`src/rtl/pll_lock_supervisor.sv`:
```
// Supervises the video PLL: pulses its reset, qualifies lock, releases the video pipeline reset.
// Latency: lock loss in RUN reaches pll_reset/video_reset SYNC_STAGES+1 edges after pll_lock falls.
// Backpressure: none; a free-running supervisor, all outputs registered every cycle.
//
// Ports:
//   clk          reference clock (same net as the PLL refclk)
//   reset        asynchronous, active-high; clears all state
//   pll_lock     PLL lock indication, asynchronous to clk
//   pll_reset    active-high reset to the PLL (PLL_RST and FAULT)
//   video_reset  active-high reset to the video pipeline (all states but RUN)
//   locked_ok    high only in RUN
//   fault        high only in FAULT
//   loss_count   lock-loss events seen in RUN, saturating at 255
//   state_dbg    encoded state: PLL_RST=0 WAIT_LOCK=1 STABLE=2 RUN=3 FAULT=4
module pll_lock_supervisor #(
  parameter int SYNC_STAGES      = 2,
  parameter int PLL_RESET_CYCLES = 16,
  parameter int LOCK_TIMEOUT     = 1048576,
  parameter int STABLE_CYCLES    = 4096,
  parameter int MAX_RETRIES      = 4
) (
  input  logic       clk,
  input  logic       reset,
  input  logic       pll_lock,
  output logic       pll_reset,
  output logic       video_reset,
  output logic       locked_ok,
  output logic       fault,
  output logic [7:0] loss_count,
  output logic [2:0] state_dbg
);

  localparam int MAX_AB = (PLL_RESET_CYCLES > LOCK_TIMEOUT) ? PLL_RESET_CYCLES : LOCK_TIMEOUT;
  localparam int MAX_C  = (MAX_AB > STABLE_CYCLES) ? MAX_AB : STABLE_CYCLES;
  localparam int CW     = $clog2(MAX_C) + 1;
  localparam int RW     = $clog2(MAX_RETRIES + 1);

  localparam logic [CW-1:0] RST_LAST = CW'(PLL_RESET_CYCLES - 1);
  localparam logic [CW-1:0] TMO_LAST = CW'(LOCK_TIMEOUT - 1);
  localparam logic [CW-1:0] STB_LAST = CW'(STABLE_CYCLES - 1);
  localparam logic [RW-1:0] RETRY_MAX = RW'(MAX_RETRIES);

  typedef enum logic [2:0] {
    PLL_RST   = 3'd0,
    WAIT_LOCK = 3'd1,
    STABLE    = 3'd2,
    RUN       = 3'd3,
    FAULT     = 3'd4
  } state_e;

  // pll_lock is asynchronous: only the last synchronizer stage is ever used.
  logic [SYNC_STAGES-1:0] sync_q;
  logic                   lock_s;

  always_ff @(posedge clk or posedge reset) begin
    if (reset) begin
      sync_q <= '0;
    end else begin
      sync_q <= {sync_q[SYNC_STAGES-2:0], pll_lock};
    end
  end

  assign lock_s = sync_q[SYNC_STAGES-1];

  state_e          state_q, state_d;
  logic [CW-1:0]   cnt_q, cnt_d;
  logic [RW-1:0]   retries_q, retries_d;
  logic [7:0]      loss_q, loss_d;
  logic            pll_reset_q, video_reset_q, locked_ok_q, fault_q;

  always_comb begin
    state_d   = state_q;
    cnt_d     = cnt_q;
    retries_d = retries_q;
    loss_d    = loss_q;
    case (state_q)
      PLL_RST: begin
        if (cnt_q == RST_LAST) begin
          state_d = WAIT_LOCK;
          cnt_d   = '0;
        end else begin
          cnt_d = cnt_q + CW'(1);
        end
      end
      WAIT_LOCK: begin
        // Lock takes priority over a timeout landing on the same cycle.
        if (lock_s) begin
          state_d = STABLE;
          cnt_d   = '0;
        end else if (cnt_q == TMO_LAST) begin
          retries_d = retries_q + RW'(1);
          cnt_d     = '0;
          state_d   = (retries_d == RETRY_MAX) ? FAULT : PLL_RST;
        end else begin
          cnt_d = cnt_q + CW'(1);
        end
      end
      STABLE: begin
        // A dropout restarts the timeout window but keeps the retry tally.
        if (!lock_s) begin
          state_d = WAIT_LOCK;
          cnt_d   = '0;
        end else if (cnt_q == STB_LAST) begin
          state_d   = RUN;
          cnt_d     = '0;
          retries_d = '0;
        end else begin
          cnt_d = cnt_q + CW'(1);
        end
      end
      RUN: begin
        if (!lock_s) begin
          state_d = PLL_RST;
          cnt_d   = '0;
          if (loss_q != 8'hFF) begin
            loss_d = loss_q + 8'd1;
          end
        end
      end
      FAULT: begin
        state_d = FAULT;
      end
      default: begin
        state_d = PLL_RST;
        cnt_d   = '0;
      end
    endcase
  end

  // Outputs are registered alongside the state, decoded from its next value,
  // so they always match the registered state with no combinational path.
  always_ff @(posedge clk or posedge reset) begin
    if (reset) begin
      state_q       <= PLL_RST;
      cnt_q         <= '0;
      retries_q     <= '0;
      loss_q        <= '0;
      pll_reset_q   <= 1'b1;
      video_reset_q <= 1'b1;
      locked_ok_q   <= 1'b0;
      fault_q       <= 1'b0;
    end else begin
      state_q       <= state_d;
      cnt_q         <= cnt_d;
      retries_q     <= retries_d;
      loss_q        <= loss_d;
      pll_reset_q   <= (state_d == PLL_RST) || (state_d == FAULT);
      video_reset_q <= (state_d != RUN);
      locked_ok_q   <= (state_d == RUN);
      fault_q       <= (state_d == FAULT);
    end
  end

  assign pll_reset   = pll_reset_q;
  assign video_reset = video_reset_q;
  assign locked_ok   = locked_ok_q;
  assign fault       = fault_q;
  assign loss_count  = loss_q;
  assign state_dbg   = state_q;

endmodule

```
`config.mk`:
```
export PLATFORM = sky130hd
export DESIGN_NAME = pll_lock_supervisor
export DESIGN_NICKNAME = d
export VERILOG_FILES = /design/src/rtl/pll_lock_supervisor.sv
export SDC_FILE = /design/constraint.sdc
export NUM_CORES = 1
export LEC_CHECK = 0
export BUFFER_PORTS_ARGS = -buffer_cell sky130_fd_sc_hd__buf_2
export CAP_MARGIN = 40
export CORE_ASPECT_RATIO = 1.5
export CORE_MARGIN = 2
export CORE_UTILIZATION = 50
export DETAILED_ROUTE_END_ITERATION = 12
export PLACE_DENSITY = 0.69
export SYNTH_ARGS = -nofsm -noshare
export SYNTH_HDL_FRONTEND = slang
export SYNTH_SLANG_ARGS = --single-unit
```
`constraint.sdc`:
```
create_clock -name clk -period 3.7 [get_ports clk]
set_input_delay 0.37 -clock clk [delete_from_list [all_inputs] [get_ports clk]]
set_output_delay 0.37 -clock clk [all_outputs]
set_load 0.01 [all_outputs]
```
==> metrics.yaml, run 1 <==
timing:
  min_period_ns: 2.53
  fmaxAchievable_ghz: 0.395
  hold_violations: 0
  slew_viol_final: 0
  relSlewSlack: 0.418
  tightest_slew_ns: 0.867
  rsz0062_at_grt: "false"
  finClkSkew_ns: 0.0115
  finalCritPeriodShare: 0.684
  finalSetupViolCount: 0
  finalSetupTns_ns: 0
routing:
  drc: 0
  drt-total-wl_um: 4110
  vias: 1628
  wl_per_cell_um: 14.8
  ant_nets: 0
  drt_iter0_markers: 68
  vias_per_cell: 5.86
  first_pass_iters: 4
power:
  vdd_drop_max_v: 0.000282
  comb_power_share: 0.222
  p_leak_nw: 1.09
  seqPwrFrac: 0.477
  p_int_uw: 798
  p_sw_uw: 385
  power.density_nw_per_um2: 501
  pwr-share-clk: 0.301
  switching_share: 0.326
die:
  start_util: 0.509
  num_rows: 29
  core_um2: 4170
  dieArea_um2: 4800
  die_y_um: 83.8
  die_w_um: 57.2
  ios: 18
layout:
  drive_above_1_share: 0.181
  finalNetCount: 238
  postLayoutCellArea_um2: 2360
  multiInputGateArea_um2: 1050
  n_fill_cell: 384
  area_growth_pct: 11.2
  regArea_um2: 1030
  antennaDiodeCount: 0
clock_tree:
  cts_resized: 0
  hold_buffers: 0
  post-cts-setup-buffer-count: 0
  clkTransAtPathRegs_ns: 0.09
  clock_path_buffers: 2
  clock-sinks: 41
  clk_latency_ns: 0.30
  numCtsBuffers: 5
  cts_root_buffer: "clkbuf_8"
  htree_levels: 2
  cts_tree: "done"
yosys:
  yosys_most_used_dff: "dfrtp_1"
  synth_area_um2: 2120
  yosysWarnings: 0
  synthCells: 210
  synth_seq_cells: 41
  syn_nets: 217
  ys_seq_area_frac: 0.484
  synth-edff-count: 0
  avgSynthCellArea_um2: 10.1
  async_flop_share: 1.00
  ys_types: 43
job:
  maxCapViolCount: 0
worst_setup_path:
  startpoint_type: "flip-flop"
  crit_chain: "ha_1 > nand3_1 > nor3_4 > a211oi_2 > nor4_4 > o22ai_1"
  cp_max_fo: 17
  cp.arrival_ns: 2.66
  path_buf_inv: 0
  worstPathRequired_ns: 3.83
  worstSetupPathType: "reg2reg"
  max_stage_delay_ns: 0.79
  cp-end-kind: "flip-flop"
  crit_family: "simple AND/OR/NAND/NOR gates"
  crit_slowest_cell: "nor4_4"
hold_path:
  min_path_type: "in2async"
placed_design:
  hpwl_um: 2960
  port-buffer-count: 17
  placed_cell_area_um2: 2250
  place_congestion: 0.813
global_routing:
  grt_pass1_vias: 1639
  grt_first_pass_wirelength_um: 7370
  grt_max_degree: 42
  grt_overflow: 0
  antenna_found_initial: 0
  track_usage: 0.197
outcome:
  status: "finished, final reports clean"
## per-layer routing
metal | vias up | GRT usage | part of all wire
met5 | - | 0 | 0
li1 | 800 | - | -
met2 | 35 | 0.317 | 0.52
met1 | 781 | 0.249 | 0.42
met3 | 12 | 0.0310 | 0.029
met4 | 0 | 0.110 | 0.031
## final cells by class
| class | count | area share |
|---|---|---|
| Clock buffer | 6 | 0.0307 |
| Clock inverter | 2 | 0.0148 |
| Inverter | 6 | 0.00953 |
| Multi-Input combinational cell | 159 | 0.446 |
| Sequential cell | 41 | 0.435 |
| Tap cell | 46 | 0.0244 |
| Timing Repair Buffer | 18 | 0.0392 |
## worst min-delay path, stage by stage
cell   delay [ns]
buf_2        0.09
inv_1        0.04
buf_4        0.42
## final timing paths
kind,to,depth (start not counted),startpoint,slack (ns)
min in group clk,sync_q[0],1,pll_lock,0.18
setup reg to reg,cnt_q[2],6,cnt_q[0],1.17
hold reg to reg,sync_q[1],0,sync_q[0],0.36
hold / removal,cnt_q[6],3,reset,0.17
setup / recovery,cnt_q[2],6,cnt_q[0],1.17
max in group asynchronous,pll_reset,3,reset,3.15
## cell usage after synthesis, types with 3 or more instances
master   number  area, um^2
or3_1         4        25.0
and3_1        4        25.0
xor2_1       10        87.6
a21oi_1       3        15.0
ha_1          4        50.1
nor3_1        7        35.0
nor4_1        6        37.5
o22ai_1       5        31.3
xnor2_1       8        70.1
nand3_1      13        65.1
dfrtp_1      39         976
o31ai_1       3        22.5
inv_1         6        22.5
and4_1        3        26.3
nor2_1       21        78.8
o21ai_0       9        45.0
nand2_1      19        71.3
nand4_1      11        68.8
## stage by stage
stage	setup slack (ns)	power, mW	hold WS [ns]	util	instances
6_report	1.17	1.18	0.166	0.566	278
5_1_grt	0.909	1.26	0.171	0.566	278
4_1_cts	1.12	1.19	0.175	0.566	278
3_5_place_dp	1.13	0.840	0.344	0.540	270
3_3_place_gp	1.25	0.831	0.335	0.540	270
2_1_floorplan	1.67	0.767	0.331	-	210
## kinds of logic (layout without fill, tap and decap cells)
logic type | count (synthesis) | count (layout) | synth area share
compound gates | 26 | 26 | 0.0842
xor+xnor | 18 | 18 | 0.0742
fa+ha+maj | 4 | 4 | 0.0236
buf+inv | 10 | 32 | 0.0200
flops | 41 | 41 | 0.484
mux | 3 | 3 | 0.0153
simple gates | 108 | 108 | 0.299
## power groups by stage
stage	Combinational [mW]	Sequential [mW]	Clock (mW)
after global routing	0.303	0.576	0.381
after floorplan	0.198	0.568	0
after detailed placement	0.268	0.572	0
after CTS	0.270	0.565	0.360
final	0.263	0.564	0.356
after global placement	0.260	0.571	0
## layout by cell type, fill, tap and decap left out, types with 3 or more instances in the layout
cell       n
o31ai_1    3
nor4_1     6
nor2_1    21
ha_1       4
buf_2     17
nand2_1   19
or3_1      4
and4_1     3
o22ai_1    5
nand4_1   11
clkbuf_8   5
nand3_1   13
xnor2_1    8
nor3_1     7
o21ai_0    9
xor2_1    10
inv_1      6
a21oi_1    3
dfrtp_1   39
and3_1     4
## registers in the layout (all words and copies together) (netlist names)
register / flops
pll_reset: 1
retries_q: 3
cnt_q: 21
locked_ok: 1
video_reset: 1
state_dbg: 3
loss_count: 8
fault: 1
sync_q: 2
Power figures use the tool's default switching activity.
==> inputs of run 2 (changes only) <==
--- a/config.mk
+++ b/config.mk
@@ -5,13 +5,14 @@
 export SDC_FILE = /design/constraint.sdc
 export NUM_CORES = 1
 export LEC_CHECK = 0
+export ABC_AREA = 1
 export BUFFER_PORTS_ARGS = -buffer_cell sky130_fd_sc_hd__buf_2
 export CAP_MARGIN = 40
 export CORE_ASPECT_RATIO = 1.5
 export CORE_MARGIN = 2
 export CORE_UTILIZATION = 50
 export DETAILED_ROUTE_END_ITERATION = 12
-export PLACE_DENSITY = 0.69
+export PLACE_DENSITY = 0.68
 export SYNTH_ARGS = -nofsm -noshare
 export SYNTH_HDL_FRONTEND = slang
 export SYNTH_SLANG_ARGS = --single-unit
==> constraint.sdc (replaced) <==
create_clock -name clk -period 2.4 [get_ports clk]
set_input_delay 0.24 -clock clk [delete_from_list [all_inputs] [get_ports clk]]
set_output_delay 0.24 -clock clk [all_outputs]
set_load 0.01 [all_outputs]
==> run 2 against run 1 <==
Worst hold slack got worse by 0.11 ns. Largest cell class unchanged. Die area rose by 11%. Wire length rose by 15%. Setup slack got worse by 0.60 ns. Flip-flop and latch count did not move. Register-to-register slack got worse by 0.60 ns. Largest power group unchanged.
==> metrics.yaml, run 2 <==
yosys:
  syn_nets: 319  # +47%
  synth.largest_area_cell: "dfrtp_1"
  yosys-top-cells-area: "dfrtp_1, nand2_1, nor2_1, nand3_1, inv_1"
  synth_seq_cells: 41  # unchanged
  yosys_most_used_dff: "dfrtp_1"
  async_flop_share: 1.00  # unchanged
  synth-edff-count: 0  # unchanged
  synth.most_common_cell: "nand2_1"
  ys_types: 30  # -30%
  synthTopCellsByCount: "nand2_1, nor2_1, dfrtp_1, inv_1, nand3_1"
  avgSynthCellArea_um2: 7.61  # -25%
  synth_top_area_frac: 0.411  # -0.0484
  synth_area_um2: 2370  # +12%
  ys_seq_area_frac: 0.433  # -0.0510
  synthCells: 312  # +49%
  yosysWarnings: 0  # unchanged
clock_tree:
  clock_path_buffers: 2  # unchanged
  cts_root_buffer: "clkbuf_8"
  post-cts-setup-buffer-count: 0  # unchanged
  htree_levels: 2  # unchanged
  clock-sinks: 41  # unchanged
  clk_latency_ns: 0.29  # about the same
  cts_tree: "done"
  hold_buffers: 0  # unchanged
  clkTransAtPathRegs_ns: 0.08  # about the same
  numCtsBuffers: 5  # unchanged
  cts_resized: 0  # unchanged
layout:
  regArea_um2: 1030  # unchanged
  final_common_cell: "nand2_1"
  mostFrequentLayoutCells: "nand2_1, nor2_1, dfrtp_1"
  antennaDiodeCount: 0  # unchanged
  final_cell_count_no_fill: 400  # +44%
  multiInputGateArea_um2: 1200  # +14%
  n_fill_cell: 426  # +11%
  top_register: "cnt_q"
  area_growth_pct: 10.1
  finalNetCount: 342  # +44%
  largest_register_ffs: 21  # unchanged
  postLayoutCellArea_um2: 2610  # +11%
  drive_above_1_share: 0.179  # -0.00246
worst_setup_path:
  crit_family: "simple AND/OR/NAND/NOR gates"
  worstPathRequired_ns: 2.57  # -1.26 ns
  path_buf_inv: 0  # unchanged
  cp_max_fo: 15  # -2
  cp.arrival_ns: 2.01  # -0.65 ns
  rr_startpoint: "cnt_q[0]"
  startpoint: "cnt_q[0]"
  cp-end-kind: "flip-flop"
  crit_slowest_cell: "dfrtp_1"
  crit_chain: "ha_1 > nand2_2 > nor2_4 > nand2_2 > nor2_4 > nand2_1 > nand2_1 > nand3_4 > nor2_8 > nor2_1"
  startpoint_type: "flip-flop"
  worstSetupPathType: "reg2reg"
  max_stage_delay_ns: 0.42  # -0.37 ns
power:
  power.density_nw_per_um2: 700  # +40%
  comb_power_share: 0.291  # +0.069
  vdd_drop_max_v: 0.000348  # +23%
  p_sw_uw: 690  # +79%
  pwr-share-clk: 0.240  # -0.061
  switching_share: 0.377  # +0.0515
  p_leak_nw: 1.28  # +18%
  p_int_mw: 1.14  # +43%
  seqPwrFrac: 0.469  # -0.008
die:
  die_w_um: 60.3  # +5.3%
  start_util: 0.523  # +0.0137
  num_rows: 30  # +3.4%
  die_y_um: 88.4  # +5.5%
  ios: 18  # unchanged
  core_um2: 4540  # +8.8%
  dieArea_um2: 5330  # +11%
global_routing:
  grt_overflow: 0  # unchanged
  antenna_found_initial: 0  # unchanged
  grt_pass1_vias: 1993  # +22%
  grt_first_pass_wirelength_um: 8580  # +16%
  track_usage: 0.208  # +0.0111
  grt_max_degree: 42  # unchanged
placed_design:
  place_inst: 392  # +45%
  hpwl_um: 3590  # +21%
  place_congestion: 0.980  # +20%
  port-buffer-count: 17  # unchanged
  placed_cell_area_um2: 2530  # +12%
routing:
  first_pass_iters: 4  # unchanged
  ant_nets: 0  # unchanged
  drt_iter0_markers: 90  # +32%
  vias: 2007  # +23%
  wl_per_cell_um: 11.8  # -20%
  drt-total-wl_um: 4740  # +15%
  vias_per_cell: 5.02  # -14%
  drc: 0  # unchanged
outcome:
  status: "finished, final reports clean"
timing:
  relSlewSlack: 0.654  # +0.236
  tightest_slew_ns: 0.515  # -0.351 ns
  finalSetupTns_ns: 0  # unchanged
  rsz0062_at_grt: "false"
  hold_violations: 0  # unchanged
  finalSetupViolCount: 0  # unchanged
  min_period_ns: 1.84  # -0.695 ns
  fmaxAchievable_ghz: 0.545  # +38%
  timing.hold.ws_ns: 0.0599  # -0.106 ns
  finClkSkew_ns: 0.00633  # -0.00513 ns
  finalCritPeriodShare: 0.765  # +0.0809
  slew_viol_final: 0  # unchanged
hold_path:
  min_path_type: "in2async"
job:
  maxCapViolCount: 0  # unchanged
-- run 2: changes by cell type after synthesis, sizes merged, moves of 5 or more --
cell | before | now
inv | 6 | 32
nor4 | 8 | 1
o21ai | 10 | 4
nor2 | 21 | 57
nand2 | 19 | 104
o22ai | 5 | 0
nand3 | 13 | 24
-- run 2: tightest hold or removal path, stage by stage --
cell	delay, ns
buf_2	0.09
inv_1	0.04
buf_4	0.42
-- run 2: kinds of logic after synthesis --
group	after synthesis	share of synthesized area
AO/OA/AOI/OAI	6	0.0132
XOR/XNOR	14	0.0516
adder cells (fa/ha/maj)	4	0.0211
buffers and inverters	35	0.0622
flip-flops	41	0.433
AND/OR/NAND/NOR	212	0.419
-- run 2: per-stage QoR --
step	util	setup WS (ns)	power, mW
finish	0.575	0.564	1.83
global route	0.575	0.373	1.96
CTS	0.575	0.553	1.85
detailed placement	0.556	0.567	1.41
global placement	0.556	0.621	1.40
floorplan	-	0.749	1.31
-- run 2: metal layers --
| metal | global-route usage | vias to the layer above | wire length [um] |
|---|---|---|---|
| li1 | - | 1024 | - |
| met2 | 0.370 | 32 | 2480 |
| met1 | 0.252 | 940 | 2040 |
| met4 | 0.0768 | 0 | 113 |
| met5 | 0 | - | 0 |
| met3 | 0.0263 | 11 | 100 |
-- run 2: layout make-up --
class,count,area share
clock buffers,5,0.0263
clock inverters,3,0.00670
inverters,32,0.0460
multi-input cells,236,0.459
flip-flops and latches,41,0.393
well taps,64,0.0306
repair buffers,19,0.0383
-- run 2: final timing paths --
kind / to / slack (ns) / cells past startpoint
max in group asynchronous: video_reset / 1.98 / 3
min reg2reg: sync_q[1] / 0.36 / 0
max: cnt_q[19] / 0.56 / 10
min in group clk: sync_q[0] / 0.06 / 1
min: cnt_q[9] / 0.06 / 3
max reg2reg: cnt_q[19] / 0.56 / 10
-- run 2: power by group through the flow --
stage / clock network, mW / logic (mW) / registers [mW]
3_5_place_dp: 0 / 0.543 / 0.868
5_1_grt: 0.484 / 0.608 / 0.872
4_1_cts: 0.453 / 0.543 / 0.857
6_report: 0.439 / 0.532 / 0.858
2_1_floorplan: 0 / 0.442 / 0.872
3_3_place_gp: 0 / 0.535 / 0.870
